===== config.mk =====
export PLATFORM = sky130hd
export DESIGN_NAME = param_acc_cpu
export DESIGN_NICKNAME = d
export VERILOG_FILES = /design/src/rtl/acc_cpu_pkg.sv /design/src/rtl/acc_cpu_alu.sv /design/src/rtl/param_acc_cpu.sv
export SDC_FILE = /design/constraint.sdc
export NUM_CORES = 1
export LEC_CHECK = 0
export ABC_AREA = 1
export CORE_ASPECT_RATIO = 1.2
export CORE_UTILIZATION = 30
export DETAILED_ROUTE_END_ITERATION = 8
export PLACE_DENSITY = 0.43
export SYNTH_ARGS = -nofsm -noshare
export SYNTH_HDL_FRONTEND = slang
export SYNTH_SLANG_ARGS = --single-unit

===== constraint.sdc =====
create_clock -name clk -period 2.85 [get_ports clk]
set_input_delay 0.7125 -clock clk [delete_from_list [all_inputs] [get_ports clk]]
set_output_delay 0.7125 -clock clk [all_outputs]
set_load 0.05 [all_outputs]

===== src/rtl/acc_cpu_pkg.sv =====
// Shared definitions for the parameterised accumulator CPU: opcode values,
// FSM state encoding, flag bit positions and an opcode classification helper.
package acc_cpu_pkg;

    localparam logic [3:0] OP_ADD   = 4'd0;
    localparam logic [3:0] OP_SUB   = 4'd1;
    localparam logic [3:0] OP_STORE = 4'd2;
    localparam logic [3:0] OP_LOAD  = 4'd3;
    localparam logic [3:0] OP_LDI   = 4'd4;
    localparam logic [3:0] OP_AND   = 4'd5;
    localparam logic [3:0] OP_OR    = 4'd6;
    localparam logic [3:0] OP_XOR   = 4'd7;
    localparam logic [3:0] OP_NOT   = 4'd8;
    localparam logic [3:0] OP_SHL   = 4'd9;
    localparam logic [3:0] OP_SHR   = 4'd10;
    localparam logic [3:0] OP_ADDM  = 4'd11;

    typedef enum logic {
        ST_IDLE = 1'b0,
        ST_EXEC = 1'b1
    } state_e;

    // flags = {carry, zero}
    localparam int FLAG_ZERO  = 0;
    localparam int FLAG_CARRY = 1;

    // True for every opcode that replaces the accumulator (and so the flags).
    function automatic logic op_writes_acc(input logic [3:0] op);
        return (op <= OP_ADDM) && (op != OP_STORE);
    endfunction

endpackage


===== src/rtl/acc_cpu_alu.sv =====
// Purely combinational datapath of the accumulator CPU. Non-accumulator
// opcodes (STORE, NOP) pass the accumulator through with carry cleared.
module acc_cpu_alu
    import acc_cpu_pkg::*;
#(
    parameter int DATA_W = 4
) (
    input  logic [3:0]        op_i,
    input  logic [DATA_W-1:0] acc_i,
    input  logic [DATA_W-1:0] data_i,
    input  logic [DATA_W-1:0] mem_i,
    output logic [DATA_W-1:0] result_o,
    output logic              carry_o
);

    logic [DATA_W:0] ext;

    // Select the operation; ext carries the extra bit for carry/borrow.
    always_comb begin
        ext      = '0;
        result_o = acc_i;
        carry_o  = 1'b0;
        case (op_i)
            OP_ADD: begin
                ext      = {1'b0, acc_i} + {1'b0, data_i};
                result_o = ext[DATA_W-1:0];
                carry_o  = ext[DATA_W];
            end
            OP_SUB: begin
                // Top bit of the extended difference is the borrow.
                ext      = {1'b0, acc_i} - {1'b0, data_i};
                result_o = ext[DATA_W-1:0];
                carry_o  = ext[DATA_W];
            end
            OP_LOAD: result_o = mem_i;
            OP_LDI:  result_o = data_i;
            OP_AND:  result_o = acc_i & data_i;
            OP_OR:   result_o = acc_i | data_i;
            OP_XOR:  result_o = acc_i ^ data_i;
            OP_NOT:  result_o = ~acc_i;
            OP_SHL: begin
                result_o = {acc_i[DATA_W-2:0], 1'b0};
                carry_o  = acc_i[DATA_W-1];
            end
            OP_SHR: begin
                result_o = {1'b0, acc_i[DATA_W-1:1]};
                carry_o  = acc_i[0];
            end
            OP_ADDM: begin
                ext      = {1'b0, acc_i} + {1'b0, mem_i};
                result_o = ext[DATA_W-1:0];
                carry_o  = ext[DATA_W];
            end
            default: ;
        endcase
    end

endmodule


===== src/rtl/param_acc_cpu.sv =====
// Parameterised accumulator CPU: two-state IDLE/EXEC handshake, operand
// capture on accept, result/memory/flag update on the EXEC->IDLE edge.
// Optional feature macro: ACC_CPU_FLAGS_EN (implements the {carry, zero}
// flags register; when undefined, flags is tied to zero).
module param_acc_cpu
    import acc_cpu_pkg::*;
#(
    parameter int DATA_W = 4,
    parameter int ADDR_W = 4
) (
    input  logic              clk,
    input  logic              rst_n,
    input  logic              op_valid,
    output logic              op_ready,
    input  logic [3:0]        opcode,
    input  logic [ADDR_W-1:0] addr,
    input  logic [DATA_W-1:0] data,
    output logic [DATA_W-1:0] acc_out,
    output logic              done,
    output logic [1:0]        flags
);

    localparam int DEPTH = 2 ** ADDR_W;

    state_e            state_q;
    logic [3:0]        opcode_q;
    logic [ADDR_W-1:0] addr_q;
    logic [DATA_W-1:0] data_q;
    logic [DATA_W-1:0] acc_q;
    logic              done_q;

    // Memory must clear on reset, so it is held in registers rather than RAM.
    logic [DATA_W-1:0] mem_q [DEPTH];
    logic [DATA_W-1:0] mem_rd;

    logic [DATA_W-1:0] alu_result;
    logic              alu_carry;
    logic              exec_now;

    assign exec_now = (state_q == ST_EXEC);
    assign mem_rd   = mem_q[addr_q];

    acc_cpu_alu #(
        .DATA_W (DATA_W)
    ) u_alu (
        .op_i     (opcode_q),
        .acc_i    (acc_q),
        .data_i   (data_q),
        .mem_i    (mem_rd),
        .result_o (alu_result),
        .carry_o  (alu_carry)
    );

    // Handshake FSM: capture on accept, commit accumulator and pulse done on exit.
    always_ff @(posedge clk or negedge rst_n) begin
        if (!rst_n) begin
            state_q  <= ST_IDLE;
            opcode_q <= '0;
            addr_q   <= '0;
            data_q   <= '0;
            acc_q    <= '0;
            done_q   <= 1'b0;
        end else begin
            case (state_q)
                ST_IDLE: begin
                    done_q <= 1'b0;
                    if (op_valid) begin
                        opcode_q <= opcode;
                        addr_q   <= addr;
                        data_q   <= data;
                        state_q  <= ST_EXEC;
                    end
                end
                ST_EXEC: begin
                    // ALU passes acc through for STORE/NOP, so always loading is safe.
                    acc_q   <= alu_result;
                    done_q  <= 1'b1;
                    state_q <= ST_IDLE;
                end
                default: state_q <= ST_IDLE;
            endcase
        end
    end

    // Word store on the commit edge of a STORE; whole array clears on reset.
    always_ff @(posedge clk or negedge rst_n) begin
        if (!rst_n) begin
            for (int i = 0; i < DEPTH; i++) begin
                mem_q[i] <= '0;
            end
        end else if (exec_now && (opcode_q == OP_STORE)) begin
            mem_q[addr_q] <= acc_q;
        end
    end

`ifdef ACC_CPU_FLAGS_EN
    logic carry_q;
    logic zero_q;

    // Flags follow every accumulator-writing commit; STORE/NOP keep them.
    always_ff @(posedge clk or negedge rst_n) begin
        if (!rst_n) begin
            carry_q <= 1'b0;
            zero_q  <= 1'b0;
        end else if (exec_now && op_writes_acc(opcode_q)) begin
            carry_q <= alu_carry;
            zero_q  <= (alu_result == '0);
        end
    end

    // Place the flag bits at their packed positions.
    always_comb begin
        flags             = '0;
        flags[FLAG_CARRY] = carry_q;
        flags[FLAG_ZERO]  = zero_q;
    end
`else
    logic unused_carry;
    assign unused_carry = alu_carry;
    assign flags        = 2'b00;
`endif

    assign op_ready = (state_q == ST_IDLE);
    assign acc_out  = acc_q;
    assign done     = done_q;

endmodule

==> results of run 1 <==
state kept, by name (all words and copies together) (netlist names):
signal and flops:
mem_q 64, acc_out 4, addr_q 4, data_q 4, opcode_q 4, done 1, exec_now 1
worst register-to-register path: cells and delay by family, from the launching register on:
family	cells	cell delay, ns
and+or+nand+nor	7	0.73
AOI/OAI and AO/OA	4	0.38
adders and majority gates	2	0.67
DFF	1	0.45
buffers and inverters	3	0.30
timing repair:
item                                    CTS  global route
endpoints found under the setup margin    0             3
setup buffers                             0             4
gates resized for setup                   0             3
area by class of cell:
type / instances / area [um^2]
well taps: 171 / 214.0
clock inverters: 7 / 70.07
flip-flops and latches: 82 / 2054
clock buffers: 9 / 225.2
repair buffers: 38 / 345.3
inverters: 41 / 156.4
fillers: 1428 / 8872
multi-input cells: 398 / 1999
where the power goes:
| part | total, mW | switching, mW | internal, mW |
|---|---|---|---|
| sequential | 1.49 | 0.161 | 1.33 |
| combinational | 1.17 | 0.775 | 0.390 |
| clock | 1.16 | 0.484 | 0.676 |
| total | 3.81 | 1.42 | 2.39 |
cells in the mapped netlist, drive strengths merged:
library cell and n:
inv 39, a22oi 24, xor2 1, a21oi 17
xnor2 2, ha 12, and3 1, o211ai 3
nand3 11, clkinv 2, nand2 205, o21ai 75
buf 8, nor3 4, fa 1, nor4 1
dfrtp 82, conb 1, or2 1, nor2 33
a22o 1, o22ai 2, nand4 1, nand3b 1
clkbuf 8
logic make-up after synthesis:
logic type / Yosys count
compound gates: 122
xor+xnor: 3
flops: 82
fa+ha+maj: 13
simple gates: 258
buf+inv: 57
other cells: 1
final timing paths:
| path | cells after the start | to | slack [ns] | from |
|---|---|---|---|---|
| max | 16 | acc_out[1] | 0.21 | addr_q[1] |
| min | 1 | mem_q[44] | 0.37 | rst_n |
| max reg2reg | 16 | acc_out[1] | 0.21 | addr_q[1] |
| min reg2reg | 0 | done | 0.46 | exec_now |
| max in group asynchronous | 2 | opcode_q[1] | 1.87 | rst_n |
| min in group clk | 0 | done | 0.46 | exec_now |
metal layers:
layer  routed length [um]  track usage, %  vias up  share of wire (%)
met3                  407           3.503       13                3.4
met1                 5370           21.33     1629                 45
met5                    0               0        -                  0
met4                  150           5.180        0                1.3
met2                 5970           30.17       66                 50
li1                     -               -     1818                  -
==> summary.md, run 1 <==
| Metric | Value |
|---|---|
| WP data required | `3.08 ns` |
| Input/output buffers | `20` |
| Period utilization | `92.74%` |
| Row cnt | `47` |
| Wire length per cell | `15.95 um` |
| Proportion of synthesized area in mux cells | `0%` |
| Starting density of the core | `30.97%` |
| Yosys reg bits | `82` |
| Finished Core Util | `36.34%` |
| Pre-CTS setup slack | `0.09604 ns` |
| First-pass GRT wire length | `19310 um` |
| VDD IR max | `0.5971 mV` |
| Antenna violations before repair | `0` |
| Clock Skew | `0.005203 ns` |
| Largest area contributor in the netlist | `dfrtp_1` |
| Tot Pwr | `3.814 mW` |
| Worst Hold Slack | `0.3681 ns` |
| Pin count of the biggest net entering global routing | `45` |
| Crit-path max FO | `13` |
| Rel. slew slack | `58.44%` |
| Ys Warns | `0` |
| Most common cell after layout, fill and taps aside | `nand2_1` |
| Cell mode on critical path | `nand2_1` |
| Worst path slowest cell | `dfrtp_2` |
| Ports | `23` |
| P per Cell Area | `753.1 mW/mm^2` |
| CP Class | `reg -> reg` |
| Hold Crit Class | `in -> async` |
| Total core area | `0.01394 mm^2` |
| Syn avg cell area | `8.053 um^2` |
| Die Area | `0.01487 mm^2` |
| Finished layout cell area | `0.005065 mm^2` |
| Via count | `3526` |
| Routed Wire Length | `11900 um` |
| Root Driver | `clkbuf_16` |
| Vias per inst | `4.727` |
| Die width | `111.5 um` |
| Drt first-iter violations | `127` |
| Outcome | `completed` |
| Critical path capture point type | `register` |
| Layout Nets | `598` |
| FMAX | `0.3783 GHz` |
| Syn-to-layout area delta | `17.33%` |
| Layout cell share with drive strength beyond 1 | `12.17%` |
| Clk sinks | `82` |
| Number of global-route vias before repair | `3546` |
| Top delay family on crit path | `simple AND/OR/NAND/NOR gates` |
| CTS tree | `built` |
| Non-Filler Instances | `746` |
| Synthesized netlist cell count | `536` |
| Hpwl dp | `8856 um` |
| Skew-Pair Late Insertion Delay | `0.35 ns` |
| Global route total overflow | `0` |
| Commonest non-fill, non-tap cells in the layout | `nand2_1, dfrtp_1, o21ai_0` |
| # setup viols final | `0` |
| Slowest stage delay, CP | `0.45 ns` |
| Area share of xor/xnor cells in the synthesized design | `0.6087%` |
| Total of max-cap violations | `0` |
| WP data arrival | `2.87 ns` |
| Max-slew violations | `0` |
| Post-route ant nets | `0` |
| RSZ-0062 raised after global routing | `false` |
| Share of Yosys cell area claimed by the top area cell type | `47.54%` |
| # diodes | `0` |
| Syn Std Cell Area | `0.004317 mm^2` |
| Clk slew on worst S/H paths | `0.06 ns` |
| Sequential fraction of the synthesis area | `47.54%` |
| CTS buffer count | `9` |
| Post-DP Area | `0.004732 mm^2` |
| Final Hold Fails | `0` |
| Crit path launch type | `register` |
| DRC viols | `0` |
| CP bufs+invs | `3` |
| Largest family of logic cells by synthesized area | `simple AND/OR/NAND/NOR gates` |
| GRT Util Overall | `17.23%` |
| Setup TNS | `0 ns` |
| Tmin final | `2.643 ns` |
| Synth unique cells | `37` |
| Leak | `2.403 nW` |
| Hold_buf cts | `0` |
| Placed insts | `726` |
| Largest cells by area after synthesis | `dfrtp_1, nand2_1, o21ai_0` |
| Bufs on Longest Clock Path | `2` |
| Area fraction in compound gates after synthesis | `16.99%` |
| Synth Area in Simple Gates | `24.49%` |
| Post-synthesis adder-cell area fraction | `3.942%` |
| CP cell instances | `buf_4 > nor2_8 > a22oi_2 > nand2_1 > nand2_1 > nand2_1 > inv_1 > nand2_2 > nand2_1 > o21ai_0 > ha_1 > fa_1 > o21ai_0 > inv_1 > nand2_1 > o21ai_1` |
| Slew @ Worst Pin | `0.6227 ns` |
| Die H | `133.4 um` |
| Routability congestion estimate | `0.7994` |
| Min setup slack post-route | `0.2068 ns` |
| 1st-pass router iterations | `6` |
| CTS HTree Levels | `3` |
Power figures use the tool's default switching activity.
==> inputs of run 2 (changes only) <==
Settings changed: MAX_ROUTING_LAYER from default to met4.
==> summary.md, run 2 (synthesis results as in run 1) <==
| Metric | Value |
|---|---|
| Outcome | `completed (unchanged)` |
| Worst Hold Slack | `0.3719 ns (was 0.3681 ns)` |
| Slew @ Worst Pin | `0.6077 ns (was 0.6227 ns)` |
| First-pass GRT wire length | `19260 um (was 19310 um)` |
| Die width | `111.5 um (unchanged)` |
| Pin count of the biggest net entering global routing | `45 (unchanged)` |
| Max reg flops | `64 (unchanged)` |
| Hold Crit Class | `in -> async (unchanged)` |
| Die H | `133.4 um (unchanged)` |
| Period utilization | `92.58% (was 92.74%)` |
| Final Hold Fails | `0 (unchanged)` |
| Wire length per cell | `16.01 um (was 15.95 um)` |
| Clk slew on worst S/H paths | `0.06 ns (about the same)` |
| Fill cells | `1428 (unchanged)` |
| Die Area | `0.01487 mm^2 (unchanged)` |
| Via count | `3528 (was 3526)` |
| Critical path capture point type | `register (unchanged)` |
| Root Driver | `clkbuf_16 (unchanged)` |
| Post-route ant nets | `0 (unchanged)` |
| Commonest non-fill, non-tap cells in the layout | `nand2_1, dfrtp_1, o21ai_0 (unchanged)` |
| CTS tree | `built (unchanged)` |
| Total of max-cap violations | `0 (unchanged)` |
| R2R depth | `16 (unchanged)` |
| Starting density of the core | `30.97% (unchanged)` |
| P per Cell Area | `753.0 mW/mm^2 (was 753.1 mW/mm^2)` |
| WP data required | `3.08 ns (about the same)` |
| WP data arrival | `2.87 ns (about the same)` |
| Syn-to-layout area delta | `17.33% (unchanged)` |
| CP Class | `reg -> reg (unchanged)` |
| Rel. slew slack | `59.44% (was 58.44%)` |
| Setup TNS | `0 ns (unchanged)` |
| Vias per inst | `4.729 (was 4.727)` |
| # diodes | `0 (unchanged)` |
| CTS buffer count | `9 (unchanged)` |
| Leak | `2.403 nW (unchanged)` |
| Pre-CTS setup slack | `0.09604 ns (unchanged)` |
| Input/output buffers | `20 (unchanged)` |
| 1st-pass router iterations | `4 (was 6)` |
| Largest register by flop count | `mem_q (unchanged)` |
| Row cnt | `47 (unchanged)` |
| DRC viols | `0 (unchanged)` |
| Min setup slack post-route | `0.2116 ns (was 0.2068 ns)` |
| Most common cell after layout, fill and taps aside | `nand2_1 (unchanged)` |
| Worst flop-to-flop path startpoint | `addr_q[1] (unchanged)` |
| Number of global-route vias before repair | `3547 (was 3546)` |
| Total core area | `0.01394 mm^2 (unchanged)` |
| Crit path launch type | `register (unchanged)` |
| Worst R2R Setup Slack | `0.21 ns (about the same)` |
| Crit-path max FO | `13 (unchanged)` |
| Multi-input gate area | `0.001999 mm^2 (unchanged)` |
| RSZ-0062 raised after global routing | `false (unchanged)` |
| CTS HTree Levels | `3 (unchanged)` |
| Clock Skew | `0.007683 ns (was 0.005203 ns)` |
| VDD IR max | `0.6009 mV (was 0.5971 mV)` |
| Skew-Pair Late Insertion Delay | `0.35 ns (about the same)` |
| Bufs on Longest Clock Path | `2 (unchanged)` |
| Clk sinks | `82 (unchanged)` |
| Global route total overflow | `0 (unchanged)` |
| Tmin final | `2.638 ns (was 2.643 ns)` |
| FF+latch area | `0.002054 mm^2 (unchanged)` |
| Drt first-iter violations | `144 (was 127)` |
| R2r endpoint | `acc_out[1] (unchanged)` |
| Finished layout cell area | `0.005065 mm^2 (unchanged)` |
| Hpwl dp | `8856 um (unchanged)` |
| Routability congestion estimate | `0.8109 (was 0.7994)` |
| FMAX | `0.3790 GHz (was 0.3783 GHz)` |
| Layout cell share with drive strength beyond 1 | `12.17% (unchanged)` |
| GRT Util Overall | `17.73% (was 17.23%)` |
| # setup viols final | `0 (unchanged)` |
| Post-DP Area | `0.004732 mm^2 (unchanged)` |
| Routed Wire Length | `11940 um (was 11900 um)` |
| Antenna violations before repair | `0 (unchanged)` |
| Max-slew violations | `0 (unchanged)` |
| Layout Nets | `598 (unchanged)` |
| Ports | `23 (unchanged)` |
run 2: power by group:
part	switching [mW]	total (mW)	internal (mW)
sequential	0.162	1.49	1.33
combinational	0.775	1.17	0.390
clock	0.482	1.16	0.676
total	1.42	3.81	2.39
run 2: worst max-delay path by stage:
stage | start | endpoint | slack, ns | depth (start not counted)
6_report | addr_q[1] | acc_out[1] | 0.21 | 16
5_1_grt | addr_q[0] | acc_out[3] | 0.004 | 19
4_1_cts | addr_q[0] | acc_out[1] | 0.1 | 16
3_5_place_dp | addr_q[0] | acc_out[1] | 0.1 | 16
3_3_place_gp | addr_q[0] | acc_out[1] | 0.14 | 16
2_1_floorplan | addr_q[1] | acc_out[3] | 0.50 | 20
run 2: final cells by class:
cell class	instances	share of cell area, %
Sequential cell	82	40.56
Clock inverter	7	1.383
Inverter	41	3.088
Timing Repair Buffer	38	6.818
Multi-Input combinational cell	398	39.48
Clock buffer	9	4.447
Tap cell	171	4.224
run 2: per-stage QoR:
step	power, mW	instances	utilization (%)
after CTS	3.851	742	36.07
after global routing	4.058	746	36.34
after floorplan	2.225	537	-
after detailed placement	2.675	726	33.95
after global placement	2.673	726	33.95
final	3.814	746	36.34
run 2: critical path: stages (launching register included):
cell and delay [ns]:
dfrtp_2 0.45, buf_4 0.18, nor2_8 0.26, a22oi_2 0.08
nand2_1 0.08, nand2_1 0.06, nand2_1 0.14, inv_1 0.07
nand2_2 0.09, nand2_1 0.05, o21ai_0 0.08, ha_1 0.23
fa_1 0.43, o21ai_0 0.17, inv_1 0.05, nand2_1 0.05
o21ai_1 0.05
run 2: layer usage:
| layer | GRT usage (%) | wire (um) |
|---|---|---|
| met4 | 5.180 | 142 |
| met5 | - | 0 |
| met3 | 3.458 | 386 |
| met2 | 30.21 | 6054 |
| met1 | 21.24 | 5357 |
run 2: repair_timing:
action | CTS | global route
hold buffers | 0 | 0
setup buffers | 0 | 4
gates resized for setup | 0 | 3
endpoints found under the setup margin | 0 | 3
